$ cat src/rtl/striping_sched.sv
// Two-lane striping scheduler: strict lane alternation (or lane 0 only),
// credit-gated valid/ready acceptance, one-cycle registered issue to the demux.
module striping_sched #(
  parameter int CREDITS = 4,
  parameter int CW      = 3
) (
  input  logic          clk_2f,
  input  logic          reset_L,
  input  logic [31:0]   data_in,
  input  logic          valid_in,
  output logic          ready_out,
  input  logic          dual_lane,
  input  logic          credit_ret_0,
  input  logic          credit_ret_1,
  output logic [31:0]   data_out,
  output logic          valid_out,
  output logic          lane_sel,
  output logic [CW-1:0] credit_cnt_0,
  output logic [CW-1:0] credit_cnt_1,
  output logic          err_credit
);

  typedef enum logic [1:0] {
    INIT  = 2'd0,
    NEXT0 = 2'd1,
    NEXT1 = 2'd2
  } state_t;

  localparam logic [CW-1:0] CMAX = CW'(CREDITS);
  localparam logic [CW-1:0] ZERO = CW'(0);
  localparam logic [CW-1:0] ONE  = CW'(1);

  state_t        state_r;
  logic [CW-1:0] cnt0_r;
  logic [CW-1:0] cnt1_r;
  logic [31:0]   data_r;
  logic          valid_r;
  logic          lane_r;
  logic          err_r;
  logic          ready_s;
  logic          xfer_s;
  logic          take0_s;
  logic          take1_s;
  logic          ovf0_s;
  logic          ovf1_s;

  // A simultaneous take and return cancel; a return at full credit saturates.
  function automatic logic [CW-1:0] credit_next(input logic [CW-1:0] cnt,
                                                input logic take,
                                                input logic ret);
    logic [CW-1:0] nxt;
    if (take && !ret) begin
      nxt = cnt - ONE;
    end else if (ret && !take && (cnt != CMAX)) begin
      nxt = cnt + ONE;
    end else begin
      nxt = cnt;
    end
    return nxt;
  endfunction

  // Acceptance depends only on registered state and credits of the target lane.
  always_comb begin
    ready_s = 1'b0;
    case (state_r)
      NEXT0:   ready_s = (cnt0_r != ZERO);
      NEXT1:   ready_s = (cnt1_r != ZERO);
      default: ready_s = 1'b0;
    endcase
    xfer_s  = valid_in && ready_s;
    take0_s = xfer_s && (state_r == NEXT0);
    take1_s = xfer_s && (state_r == NEXT1);
    ovf0_s  = credit_ret_0 && !take0_s && (cnt0_r == CMAX);
    ovf1_s  = credit_ret_1 && !take1_s && (cnt1_r == CMAX);
  end

  // Lane-order FSM; dual_lane only matters when leaving NEXT0 so pairs complete.
  always_ff @(posedge clk_2f or negedge reset_L) begin
    if (!reset_L) begin
      state_r <= INIT;
    end else begin
      case (state_r)
        INIT:    state_r <= NEXT0;
        NEXT0:   state_r <= (take0_s && dual_lane) ? NEXT1 : NEXT0;
        NEXT1:   state_r <= take1_s ? NEXT0 : NEXT1;
        default: state_r <= INIT;
      endcase
    end
  end

  // Credit counters, sticky overflow flag and the registered issue stage.
  always_ff @(posedge clk_2f or negedge reset_L) begin
    if (!reset_L) begin
      cnt0_r  <= CMAX;
      cnt1_r  <= CMAX;
      err_r   <= 1'b0;
      data_r  <= 32'd0;
      valid_r <= 1'b0;
      lane_r  <= 1'b0;
    end else begin
      cnt0_r  <= credit_next(cnt0_r, take0_s, credit_ret_0);
      cnt1_r  <= credit_next(cnt1_r, take1_s, credit_ret_1);
      err_r   <= err_r || ovf0_s || ovf1_s;
      valid_r <= xfer_s;
      if (xfer_s) begin
        data_r <= data_in;
        lane_r <= take1_s;
      end else begin
        data_r <= data_r;
        lane_r <= lane_r;
      end
    end
  end

  assign ready_out    = ready_s;
  assign data_out     = data_r;
  assign valid_out    = valid_r;
  assign lane_sel     = lane_r;
  assign credit_cnt_0 = cnt0_r;
  assign credit_cnt_1 = cnt1_r;
  assign err_credit   = err_r;

endmodule

$ cat config.mk
export PLATFORM = sky130hd
export DESIGN_NAME = striping_sched
export DESIGN_NICKNAME = d
export VERILOG_FILES = /design/src/rtl/striping_sched.sv
export SDC_FILE = /design/constraint.sdc
export NUM_CORES = 1
export LEC_CHECK = 0
export BUFFER_PORTS_ARGS = -buffer_cell sky130_fd_sc_hd__buf_2
export CORE_ASPECT_RATIO = 1.75
export CORE_MARGIN = 2
export CORE_UTILIZATION = 47
export CTS_BUF_LIST = sky130_fd_sc_hd__clkbuf_2
export DETAILED_ROUTE_END_ITERATION = 7
export PLACE_DENSITY = 0.74
export RECOVER_POWER = 50
export SYNTH_ARGS = -nofsm -noshare
export SYNTH_HDL_FRONTEND = slang
export SYNTH_SLANG_ARGS = --single-unit
$ cat constraint.sdc
create_clock -name clk_2f -period 5 [get_ports clk_2f]
set_input_delay 0.5 -clock clk_2f [delete_from_list [all_inputs] [get_ports clk_2f]]
set_output_delay 0.5 -clock clk_2f [all_outputs]
set_load 0.01 [all_outputs]
==> flow_summary.toml <==
[critical_path]
arrival_ns = 2.89
cp_num_buf_inv = 1
max_stage_delay_ns = 0.46
worst_path_most_repeated_cell = "nand3_1"
startpoint_type = "register"
crit_type = "register to register"
cp.required_ns = 5.30
worst_setup_path_end_kind = "register"
crit_chain = "inv_1 > ha_1 > nand3_1 > a21oi_1 > nand2_1 > fa_1 > nand3_1 > o21ai_0 > a221oi_1"
cp_num_cells = 9
cp_max_fo = 7
critPathSlowestCell = "a21oi_1"
cp_top_family = "compound AO/OA/AOI/OAI gates"
r2r_cells = 9

[cells_and_area]
final_common_cell = "buf_2"
fin_nets = 285
final_cells = 293
multi_input_area_um2 = 972
fillers = 415
final_cell_mix = "buf_2, dfrtp_1, mux2_4"
antennaDiodeCount = 0
postLayoutCellArea_um2 = 2570
drive_above_1_share_pct = 42.6
areaGrowthSynthToFinish_pct = 20.3
finish.utilization_pct = 58.4
register_area_um2 = 1080

[flow_run]
max_cap_viol_count = 1

[global_routing]
grt_max_degree = 44
grt_pass1_wl_um = 6980
antenna_found_initial = 0
grt_pass1_vias = 1593
grtUsageTotal_pct = 18.4
overflow = 0

[logic_synthesis]
ys_types = 38
ys_ff_latch = 43
muxShareOfSynthArea_pct = 22.8
syn_area_um2 = 2140
synth_fa_ha_area_share_pct = 4.22
avgSynthCellArea_um2 = 13.3
synth-compound-area-share_pct = 11.8
synthXorXnorAreaFrac_pct = 0.820
async_flop_share_pct = 100
synth-main-ff-cell = "dfrtp_1"
synth_top_family_by_area = "multiplexers"
yosys.area_share.simple_pct = 5.86
synth_edf_count = 0
synthCells = 160
syn-num-nets = 204
ys_warn_count = 0
yosysSeqAreaShare_pct = 50.5

[cts]
cts.htree.levels = 2
postCtsSetupBuffers = 0
clock_insertion_delay_worst_skew_ns = 0.38
clkTransAtPathRegs_ns = 0.21
cts_tree = "done"
root_buffer = "clkbuf_2"
cts_hold_buf = 0
cts_made_buffers = 5
cts_max_path_buffers = 2
cts.sinks = 43
cts_resized = 0

[floorplanning]
initial_core_util_pct = 48.5
ioPinCount = 80
die_x_um = 55.0
num_rows = 32
core_um2 = 4400
die-area_um2 = 5120
die-height_um = 93.2

[placed_design]
postPlaceCellArea_um2 = 2550
place_inst = 285
dpl.hpwl_um = 3350
port_buffers = 79
dpl_worst_slack_ns = 2.45
place_congestion = 0.778

[timing]
finalSetupTns_ns = 0
rsz0062_at_grt = "false"
layout_setup_ws_ns = 2.42
fmax_mhz = 387
min_period_ns = 2.58
slew_viol_final = 44
maxSlewHeadroom_pct = -48.4
setup-violations-final = 0
skew_ns = 0.00670
hold_violations = 0
tightest_slew_ns = 2.23
finalCritPeriodShare_pct = 51.7
hold_slack_ns = 0.303

[pwr]
leakage_nw = 1.23
ir_worst_vdd_mv = 0.414
p_per_area_nw_per_um2 = 670
finalPower_mw = 1.72

[drt]
routed_wl_um = 4530
drc = 0
drtIter0Drc = 17
vias = 1545
post_drt_via_cell_ratio = 5.27
detail-route-antenna-nets = 0
wl_per_cell_um = 15.5
dr.pass1.iters = 4

[run_status]
status = "finished with violations"
failed_checks = "max-capacitance violations, max-slew violations"

[worst_hold_path]
worst_hold_path.num_cells = 2
hp-class = "input pin to register"
==> Yosys cell counts (all sizes together) (2+ instances only) <==
cell type / number / area share, %
nor3: 2 / 0.47
a21oi: 7 / 2.2
a21o: 3 / 1.1
dfrtp: 41 / 48
a221oi: 2 / 0.82
nand3: 4 / 0.94
buf: 5 / 2.1
xnor2: 2 / 0.82
o31ai: 3 / 2.3
mux2: 32 / 21
dfstp: 2 / 2.5
o21ai: 8 / 1.9
nor2: 5 / 0.88
inv: 10 / 1.8
nand2: 9 / 1.6
fa: 2 / 1.9
mux2i: 3 / 1.4
ha: 4 / 2.3
==> logic make-up (layout without fill, tap and decap cells) <==
logic type,count (synthesis),in the layout
compound gates,32,32
xor+xnor,2,2
fa+ha+maj,6,6
buf+inv,16,98
flops,43,43
mux,35,35
simple gates,26,26
==> final timing paths <==
path / from / endpoint / slack [ns]
worst max register to register: state_r[1] / credit_cnt_1[2] / 2.42
worst min-delay path: dual_lane / state_r[0] / 0.30
max in group asynchronous: reset_L / data_out[23] / 3.01
min in group asynchronous: reset_L / data_out[7] / 0.74
worst max-delay path: state_r[1] / credit_cnt_1[2] / 2.42
worst min register to register: err_credit / err_credit / 0.52
==> report_power, final <==
| group | leakage [nW] | internal, mW | switching (mW) |
|---|---|---|---|
| sequential | 0.508 | 0.528 | 0.136 |
| combinational | 0.698 | 0.476 | 0.438 |
| clock | 0.0290 | 0.0357 | 0.108 |
==> flip-flops by register name (all words and copies together), names as in the netlist <==
name          flops
state_r           2
credit_cnt_1      3
credit_cnt_0      3
valid_out         1
lane_sel          1
data_out         32
err_credit        1
==> metal layers <==
| layer | track usage, % | up-vias | part of all wire (%) |
|---|---|---|---|
| met5 | 0 | - | 0 |
| met4 | 5.49 | 0 | 1.2 |
| met3 | 4.31 | 5 | 8.3 |
| met2 | 32.7 | 58 | 52 |
| met1 | 20.6 | 749 | 38 |
| li1 | - | 733 | - |
==> area by class of cell <==
cell class | count | area share, %
sequential | 43 | 42.0
multi-input combinational | 101 | 37.8
timing repair buffer | 80 | 14.6
tap | 51 | 2.48
inverter | 10 | 1.46
clock buffer | 6 | 1.17
clock inverter | 2 | 0.487
No activity file was read; power rests on OpenSTA's default activity.
